==> config.mk <==
export PLATFORM = sky130hd
export DESIGN_NAME = mac_seq_ctrl
export DESIGN_NICKNAME = d
export VERILOG_FILES = /design/src/rtl/mac_seq_ctrl.sv
export SDC_FILE = /design/constraint.sdc
export NUM_CORES = 1
export LEC_CHECK = 0
export BUFFER_PORTS_ARGS = -buffer_cell sky130_fd_sc_hd__buf_2
export CAP_MARGIN = 20
export CORE_MARGIN = 2
export CORE_UTILIZATION = 40
export CTS_CLUSTER_SIZE = 8
export DETAILED_ROUTE_END_ITERATION = 7
export GPL_ROUTABILITY_DRIVEN = 0
export PLACE_DENSITY = 0.67
export SLEW_MARGIN = 20
export SYNTH_ARGS = -nofsm -noshare
export SYNTH_HDL_FRONTEND = slang
export SYNTH_SLANG_ARGS = --single-unit
export TNS_END_PERCENT = 100
==> constraint.sdc <==
create_clock -name clk -period 2 [get_ports clk]
set_input_delay 0.4 -clock clk [delete_from_list [all_inputs] [get_ports clk]]
set_output_delay 0.4 -clock clk [all_outputs]
set_load 0.01 [all_outputs]
==> src/rtl/mac_seq_ctrl.sv <==
// rtl/mac_seq_ctrl.sv - MAC datapath sequencer: clear, feed, drain, capture (optional MAC_SEQ_ABORT_EN)
module mac_seq_ctrl #(
  parameter int LEN_W   = 6,
  parameter int MUL_LAT = 2,
  parameter int ACC_W   = 22
) (
  input  logic             clk,
  input  logic             rst_n,
  input  logic             start,
  input  logic [LEN_W-1:0] len,
  output logic             busy,
  input  logic             in_valid,
  output logic             in_ready,
  output logic             mul_en,
  output logic             acc_clr,
  output logic             acc_en,
  input  logic [ACC_W-1:0] acc_q,
  output logic             res_valid,
  input  logic             res_ready,
  output logic [ACC_W-1:0] res_data
`ifdef MAC_SEQ_ABORT_EN
  ,
  input  logic             abort,
  output logic             aborted
`endif
);

  typedef enum logic [2:0] {
    S_IDLE,
    S_CLEAR,
    S_FEED,
    S_DRAIN,
    S_HOLD
  } state_t;

  state_t             r_state;
  logic [MUL_LAT-1:0] r_pipe;
  logic [LEN_W-1:0]   r_cnt;
  logic               r_busy;
  logic               r_in_ready;
  logic               r_acc_clr;
  logic               r_res_valid;
  logic [ACC_W-1:0]   r_res_data;
`ifdef MAC_SEQ_ABORT_EN
  logic               r_aborted;
`endif

  logic               w_beat;
  logic [MUL_LAT-1:0] w_pipe_nxt;

  // An abort in the same cycle wins over an offered beat.
`ifdef MAC_SEQ_ABORT_EN
  assign w_beat = in_valid & r_in_ready & ~abort;
`else
  assign w_beat = in_valid & r_in_ready;
`endif

  // The pipe tracks which multiplier slots carry a real product.
  generate
    if (MUL_LAT == 1) begin : g_pipe1
      assign w_pipe_nxt = w_beat;
    end else begin : g_pipen
      assign w_pipe_nxt = {r_pipe[MUL_LAT-2:0], w_beat};
    end
  endgenerate

  assign busy      = r_busy;
  assign in_ready  = r_in_ready;
  assign mul_en    = w_beat;
  assign acc_clr   = r_acc_clr;
  assign acc_en    = r_pipe[MUL_LAT-1];
  assign res_valid = r_res_valid;
  assign res_data  = r_res_data;
`ifdef MAC_SEQ_ABORT_EN
  assign aborted   = r_aborted;
`endif

  // Job FSM with registered handshake/control outputs and the latency pipe.
  always_ff @(posedge clk or negedge rst_n) begin
    if (!rst_n) begin
      r_state     <= S_IDLE;
      r_pipe      <= '0;
      r_cnt       <= '0;
      r_busy      <= 1'b0;
      r_in_ready  <= 1'b0;
      r_acc_clr   <= 1'b0;
      r_res_valid <= 1'b0;
      r_res_data  <= '0;
`ifdef MAC_SEQ_ABORT_EN
      r_aborted   <= 1'b0;
`endif
    end else begin
      r_pipe    <= w_pipe_nxt;
      r_acc_clr <= 1'b0;
`ifdef MAC_SEQ_ABORT_EN
      r_aborted <= 1'b0;
      if (abort && (r_state != S_IDLE)) begin
        r_state     <= S_IDLE;
        r_pipe      <= '0;
        r_cnt       <= '0;
        r_busy      <= 1'b0;
        r_in_ready  <= 1'b0;
        r_acc_clr   <= 1'b1;
        r_res_valid <= 1'b0;
        r_aborted   <= 1'b1;
      end else
`endif
      begin
        case (r_state)
          S_IDLE: begin
            if (start) begin
              r_busy <= 1'b1;
              if (len != '0) begin
                r_state   <= S_CLEAR;
                r_cnt     <= len;
                r_acc_clr <= 1'b1;
              end else begin
                r_state     <= S_HOLD;
                r_res_data  <= '0;
                r_res_valid <= 1'b1;
              end
            end
          end
          S_CLEAR: begin
            r_state    <= S_FEED;
            r_in_ready <= 1'b1;
          end
          S_FEED: begin
            if (w_beat) begin
              r_cnt <= r_cnt - LEN_W'(1);
              if (r_cnt == LEN_W'(1)) begin
                r_state    <= S_DRAIN;
                r_in_ready <= 1'b0;
              end
            end
          end
          S_DRAIN: begin
            // Empty pipe means the last product has landed in acc_q.
            if (r_pipe == '0) begin
              r_state     <= S_HOLD;
              r_res_data  <= acc_q;
              r_res_valid <= 1'b1;
            end
          end
          S_HOLD: begin
            if (res_ready) begin
              r_state     <= S_IDLE;
              r_res_valid <= 1'b0;
              r_busy      <= 1'b0;
            end
          end
          default: begin
            r_state     <= S_IDLE;
            r_busy      <= 1'b0;
            r_in_ready  <= 1'b0;
            r_res_valid <= 1'b0;
          end
        endcase
      end
    end
  end

endmodule

==> out/metrics.cfg, run 1 <==
[global_routing]
grtUsageTotal_pct=18.7
grt_max_degree=38
gr-total-overflow=0
grt_pass1_vias=1411
grt_pass1_wl_mm=6.33
grt_antenna_before_repair=0

[cts]
root_buffer=clkbuf_8
clk_pin_slew_ns=0.07
clock_sinks=37
worst_skew_pair.late_latency_ns=0.29
hold_buffers=0
cts_setup_buffers=0
cts_tree=built
cts_buffer_depth=2
ctsResizeCount=0
cts_buffers=5
htreeDepth=2

[yosys]
ys.flop_type=dfrtp_1
ys_seq_area_share_pct=55.9
synth_top_area_share_pct=55.9
synth_nets=178
synth-edff-count=0
synth_cells=143
syn_area_per_cell_sq_um=11.6
async_flop_share_pct=100
ys_types=38
yosys_warnings=0
yosys-top-cells-area=dfrtp_1 56%, a22o_1 10%, nor2_1 2.3%, inv_1 2.0%, a22o_2 1.8%
synth_area_sq_um=1660
synth_area_leader_cell=dfrtp_1
synth_seq_cells=37

[floorplanning]
die_height_um=68.3
initial_core_util_pct=41.4
ios=61
row_count=23
die_area_sq_um=4670
die_w_um=68.3
coreArea_sq_um=4000

[worst_setup_path]
crit_arrival_ns=1.78
endpoint=r_cnt[2]
cp_max_fo=8
r2r-end=r_cnt[2]
worstSetupPathType=reg -> reg
rr_worst_depth=4
reg2reg_setup_slack_ns=0.37
crit_chain=or2_1 -> a211oi_2 -> nor2b_1 -> a211oi_1
start_kind=flop
max_stage_delay_ns=0.47
critPathSlowestCell=dfrtp_1
critPathLaunch=r_state[0]
timing.rr.start=r_state[0]
crit_path_end_kind=flop
cp.required_ns=2.16

[sta]
fmax_ghz=0.615
setup_viol=0
period_share_pct=81.3
worst_pin_slew_ns=0.802
rsz0062_at_grt=no
maxSlewHeadroom_pct=46.5
hold_violations=0
fin_ws_ns=0.373
drv_slew=0
fin_crit_ns=1.63
fin_worst_skew_ns=0.00623
setup_tns_ns=0

[placed_design]
dp_hpwl_mm=2.86
port_buffers=60
place_ws_ns=0.221

[route]
drc=0
wire_per_inst_um=15.1
dr.first_iter.drc_count=90
drt_first_pass_iters=4
drtAntennaViolNets=0
wirelength_mm=3.91
num_vias=1396
routed_via_density=5.39

[outcome]
status=complete, no violations

[finish]
synthToLayoutAreaGrowth_pct=29.3
final_cell_mix=60 x buf_2, 37 x dfrtp_1, 19 x a22o_1
final_common_cell=buf_2
diodes=0
nets=243
drive_gt1_share_pct=38.8

[job]
cap_violations=0

[pwr]
power_leakage_nw=1.11
irDropWorstVdd_v=0.000708
power.density_nw_per_um2=1520

[min_path]
min_path_type=in -> async

## Yosys cell counts, types with 3 or more instances
cell type / number
nand2b_1: 3
dfrtp_1: 37
nor3_1: 5
a21oi_1: 5
o21ai_0: 3
inv_1: 9
a22o_2: 3
buf_2: 5
nand2_1: 5
nor3b_1: 3
a22o_1: 19
nor2_1: 10
a31oi_1: 3
## per-stage QoR
stage,instance area (sq um),hold WS (ns),std cells,util [%],power [mW]
4_1_cts,2140,0.218,259,53.5,3.28
5_1_grt,2140,0.256,259,53.5,3.48
2_1_floorplan,1660,0.104,143,-,2.10
3_3_place_gp,2020,0.366,251,50.5,2.54
6_report,2140,0.198,259,53.5,3.25
3_5_place_dp,2020,0.374,251,50.5,2.59
## report_power, final
group / switching, mW / internal (mW) / leakage [nW]
logic: 0.628 / 0.637 / 0.597
registers: 0.256 / 1.07 / 0.454
clock network: 0.263 / 0.405 / 0.0574
## per-layer routing
| metal | global-route usage, % | share of wire (%) |
|---|---|---|
| met1 | 24.6 | 46 |
| met2 | 29.5 | 45 |
| met3 | 5.43 | 7.9 |
| met4 | 6.25 | 1.2 |
| met5 | 0 | 0 |
## area by class of cell
| type | instances | area [sq um] |
|---|---|---|
| Inverter | 9 | 33.8 |
| Tap cell | 50 | 62.6 |
| Timing Repair Buffer | 65 | 350 |
| Fill cell | 345 | 1860 |
| Sequential cell | 37 | 926 |
| Clock buffer | 6 | 82.6 |
| Clock inverter | 2 | 37.5 |
| Multi-Input combinational cell | 90 | 648 |
## state kept, by name (all words and copies together) (netlist names)
register	count
r_pipe	2
res_valid	1
busy	1
acc_clr	1
r_cnt	6
r_state	3
res_data	22
in_ready	1
## how the worst min path moves through the flow
stage / startpoint / end / slack, ns / cells past startpoint
3_3_place_gp: r_pipe[0] / r_pipe[1] / 0.37 / 0
5_1_grt: rst_n / r_pipe[1] / 0.26 / 1
6_report: rst_n / r_cnt[2] / 0.20 / 1
3_5_place_dp: r_pipe[0] / r_pipe[1] / 0.37 / 0
2_1_floorplan: rst_n / acc_clr / 0.10 / 0
4_1_cts: rst_n / r_cnt[2] / 0.22 / 1
## logic make-up after synthesis
kind of cell	Yosys count	share of synthesized area, %
simple gates	38	13.2
fa+ha+maj	2	1.51
mux	2	1.28
compound gates	48	23.1
flops	37	55.9
buf+inv	16	4.91
## critical path: cells and delay by family (launching register included)
| family | cells | cell delay, ns |
|---|---|---|
| and+or+nand+nor | 2 | 0.49 |
| AOI/OAI and AO/OA | 2 | 0.53 |
| DFF | 1 | 0.47 |
Power figures use the tool's default switching activity.
==> run 2: changes to the inputs <==
==> constraint.sdc (replaced) <==
create_clock -name clk -period 1.6 [get_ports clk]
set_input_delay 0.32 -clock clk [delete_from_list [all_inputs] [get_ports clk]]
set_output_delay 0.32 -clock clk [all_outputs]
set_load 0.01 [all_outputs]
==> run 2 against run 1 <==
Effect of this change:
- sequential cell count stayed put
- clock skew hardly changed
- sequential power is 23% higher
- global-route usage hardly changed
- critical endpoint is now res_data[2]
- largest power group is now combinational logic
- highest routed layer unchanged
==> out/metrics.cfg, run 2 (synthesis results as in run 1) <==
[route]
drc=0
routed_via_density=5.22
drtAntennaViolNets=0
dr.first_iter.drc_count=61
num_vias=1394
wire_per_inst_um=14.6
wirelength_mm=3.89
drt_first_pass_iters=4

[finish]
final_cell_mix=60 x buf_2, 36 x dfrtp_1, 19 x a22o_1
nFillCells=350
synthToLayoutAreaGrowth_pct=34.5
stdcell_area_sq_um=2230
final_common_cell=buf_2
largest_reg_flops=22
nets=251
diodes=0
drive_gt1_share_pct=42.4

[placed_design]
port_buffers=60
place_area_sq_um=2070
dp_hpwl_mm=2.92

[floorplanning]
die_height_um=68.3
ios=61
coreArea_sq_um=4000
row_count=23
die_w_um=68.3
die_area_sq_um=4670
initial_core_util_pct=41.4

[cts]
clock_sinks=37
root_buffer=clkbuf_8
clk_pin_slew_ns=0.08
cts_buffers=5
htreeDepth=2
worst_skew_pair.late_latency_ns=0.29
cts_tree=built
cts_setup_buffers=0
cts_buffer_depth=2

[worst_setup_path]
rr_worst_depth=5
critPathSlowestCell=dfrtp_2
worstSetupPathType=reg -> reg
timing.rr.start=r_state[1]
cp.required_ns=1.78
cp_max_fo=23
start_kind=flop
crit_chain=nor2_1 -> nand4_1 -> a21o_1 -> buf_12 -> a22o_2
r2r-end=res_data[2]
crit_path_end_kind=flop
reg2reg_setup_slack_ns=0.11
max_stage_delay_ns=0.48
crit_arrival_ns=1.68

[sta]
fmax_ghz=0.669
setup_viol=0
worst_pin_slew_ns=0.417
rsz0062_at_grt=no
hold_ws_ns=0.248
hold_violations=0
fin_crit_ns=1.49
maxSlewHeadroom_pct=72.2
drv_slew=0
fin_worst_skew_ns=0.00576
period_share_pct=93.4

[global_routing]
grt_pass1_wl_mm=6.28
grt_pass1_vias=1348
grt_max_degree=24
grt_antenna_before_repair=0
gr-total-overflow=0
grtUsageTotal_pct=18.6

[min_path]
hold_end=res_data[11]
hold_depth=2
min_from=acc_q[11]
min_path_type=in -> reg

[pwr]
power.density_nw_per_um2=1880
power_leakage_nw=1.15
irDropWorstVdd_v=0.000921

[outcome]
status=complete, no violations

[job]
cap_violations=0

## run 2: final cells by class
class | count | area, sq um | area share [%]
Clock buffer | 6 | 82.6 | 3.71
Clock inverter | 2 | 37.5 | 1.69
Inverter | 9 | 33.8 | 1.52
Multi-Input combinational cell | 90 | 669 | 30.1
Sequential cell | 37 | 927 | 41.7
Tap cell | 50 | 62.6 | 2.81
Timing Repair Buffer | 73 | 413 | 18.5
## run 2: per-layer routing
| layer | vias to the layer above | global-route usage (%) | routed length [um] | part of all wire (%) |
|---|---|---|---|---|
| met5 | - | 0 | 0 | 0 |
| met1 | 661 | 25.5 | 1770 | 46 |
| met4 | 0 | 6.25 | 46 | 1.2 |
| met2 | 53 | 28.0 | 1790 | 46 |
| met3 | 6 | 5.92 | 285 | 7.3 |
| li1 | 674 | - | - | - |
## run 2: critical path, delay by kind of cell (launching register included)
| kind | cells | cell delay [ns] |
|---|---|---|
| compound gates | 2 | 0.43 |
| flops | 1 | 0.48 |
| buf+inv | 1 | 0.16 |
| simple gates | 2 | 0.31 |
## run 2: worst max-delay path by stage
stage	slack, ns	startpoint	end	depth (start not counted)
after global routing	0.007	r_state[1]	res_data[3]	5
after CTS	0.002	r_state[0]	r_cnt[2]	4
final	0.11	r_state[1]	res_data[2]	5
after detailed placement	-0.08	len[1]	res_data[2]	6
after global placement	-0.05	len[1]	res_data[4]	6
after floorplan	0.15	len[1]	r_cnt[1]	4
## run 2: report_power, final
group | total, mW | switching (mW) | internal, mW
Clock | 0.841 | 0.334 | 0.507
Sequential | 1.63 | 0.298 | 1.33
Combinational | 1.70 | 0.827 | 0.875
Total | 4.18 | 1.46 | 2.72
## run 2: stage by stage
stage                     instances  utilization, %  power, mW  TNS [ns]  setup slack (ns)
after floorplan                 143               -       2.63         0             0.145
after global placement          258            51.8       3.26    -0.667           -0.0535
after detailed placement        258            51.8       3.32     -1.01           -0.0757
after CTS                       267            55.1       4.18         0           0.00220
after global routing            267            55.6       4.48         0           0.00673
final                           267            55.6       4.18         0             0.106
## run 2: repair_timing
item / in CTS / in global routing
hold endpoints to repair: 18 / 0
hold buffers: 1 / 0
resized for setup: 0 / 5
setup endpoints to repair: 0 / 27
==> run 3: changes to the inputs <==
--- a/config.mk
+++ b/config.mk
@@ -7,6 +7,7 @@
 export LEC_CHECK = 0
 export BUFFER_PORTS_ARGS = -buffer_cell sky130_fd_sc_hd__buf_2
 export CAP_MARGIN = 20
+export CORE_ASPECT_RATIO = 1.5
 export CORE_MARGIN = 2
 export CORE_UTILIZATION = 40
 export CTS_CLUSTER_SIZE = 8
==> run 3 against run 2 <==
Effect of this change:
- total power decreased by 3.1%
- cell area decreased by 1.5%
- global-route usage decreased by 0.36 points
- critical path type unchanged
- critical endpoint is now r_cnt[3]
- largest cell class unchanged
- largest power group unchanged
==> out/metrics.cfg, run 3 (synthesis results as in run 1) <==
[cts]
root_buffer=clkbuf_8
clk_pin_slew_ns=0.08
cts_setup_buffers=0
hold_buffers=0
worst_skew_pair.late_latency_ns=0.29
clock_sinks=37
cts_buffer_depth=2
htreeDepth=2
cts_tree=built
cts_buffers=5

[finish]
final_common_cell=buf_2
stdcell_area_sq_um=2190
multi_input_area_sq_um=656
final_cell_mix=60 x buf_2, 37 x dfrtp_1, 19 x a22o_1
synthToLayoutAreaGrowth_pct=32.5
regArea_sq_um=926
drive_gt1_share_pct=41.6
largest_reg_flops=22
nets=253
nFillCells=341
diodes=0

[route]
drc=0
wire_per_inst_um=15.2
routed_via_density=5.43
wirelength_mm=4.01
drt_first_pass_iters=4
num_vias=1434
dr.first_iter.drc_count=36
drtAntennaViolNets=0

[placed_design]
place_area_sq_um=2090
place_ws_ns=-0.0719
dp_hpwl_mm=3.05
port_buffers=60

[sta]
fmax_ghz=0.663
maxSlewHeadroom_pct=69.2
period_share_pct=94.3
fin_worst_skew_ns=0.00519
setup_viol=0
rsz0062_at_grt=no
hold_ws_ns=0.0626
worst_pin_slew_ns=0.462
drv_slew=0
hold_violations=0
setup_tns_ns=0
fin_ws_ns=0.0912
fin_crit_ns=1.51

[job]
cap_violations=0

[worst_setup_path]
start_kind=flop
cp_max_fo=7
crit_path_end_kind=flop
crit_arrival_ns=1.69
worst-path-buf-inv=1
critPathSlowestCell=dfrtp_1
crit_family=compound AO/OA/AOI/OAI gates
reg2reg_setup_slack_ns=0.09
max_stage_delay_ns=0.45
cp.required_ns=1.78
crit_chain=nand2b_1 -> a21oi_1 -> o21ai_2 -> buf_4 -> o211a_1
worstSetupPathType=reg -> reg

[global_routing]
gr-total-overflow=0
grt_pass1_wl_mm=6.67
grtUsageTotal_pct=18.3
grt_max_degree=38
grt_pass1_vias=1494
grt_antenna_before_repair=0

[pwr]
irDropWorstVdd_v=0.00101
power_leakage_nw=1.15
totalPowerFinal_mw=4.05
power.density_nw_per_um2=1850

[floorplanning]
row_count=28
coreArea_sq_um=3960
ios=61
die_height_um=82.8
die_area_sq_um=4680
initial_core_util_pct=41.8
die_w_um=56.5

[outcome]
status=complete, no violations

[min_path]
min_path_type=in -> async

[run 3: path summary, 6_finish.rpt]
| path | from | endpoint | depth (start not counted) |
|---|---|---|---|
| worst max-delay path | r_state[1] | r_cnt[3] | 5 |
| worst min-delay path | rst_n | acc_clr | 2 |
| worst max register to register | r_state[1] | r_cnt[3] | 5 |
| worst min register to register | r_pipe[0] | r_pipe[1] | 0 |
| max in group asynchronous | rst_n | in_ready | 2 |
| min in group clk | acc_q[13] | res_data[13] | 2 |
[run 3: cell type report]
type | instances | share of cell area, %
flip-flops and latches | 37 | 42.2
inverters | 9 | 1.54
clock inverters | 2 | 0.627
repair buffers | 75 | 19.4
well taps | 45 | 2.57
multi-input cells | 90 | 29.9
clock buffers | 6 | 3.76
[run 3: per-layer routing]
metal / GRT usage, % / routed length [um] / vias up / share of wire, %
li1: - / - / 681 / -
met1: 21.1 / 1580 / 687 / 40
met2: 32.7 / 2070 / 57 / 52
met3: 4.50 / 273 / 9 / 6.8
met4: 6.90 / 79 / 0 / 2.0
met5: 0 / 0 / - / 0
[run 3: where the power goes]
group / total [mW] / internal (mW) / leakage [nW] / switching [mW]
clock: 0.680 / 0.349 / 0.0512 / 0.332
combinational: 1.75 / 0.897 / 0.646 / 0.858
sequential: 1.61 / 1.33 / 0.454 / 0.281
total: 4.05 / 2.58 / 1.15 / 1.47
[run 3: timing repair]
action                     in CTS  in global routing
hold endpoints to repair        0                  0
resized for setup               0                  1
setup endpoints to repair       0                  2
[run 3: metrics by stage]
stage / utilization (%) / std cells
finish: 55.4 / 264
global route: 55.4 / 264
CTS: 55.2 / 264
detailed placement: 52.8 / 256
global placement: 52.8 / 256
floorplan: - / 143
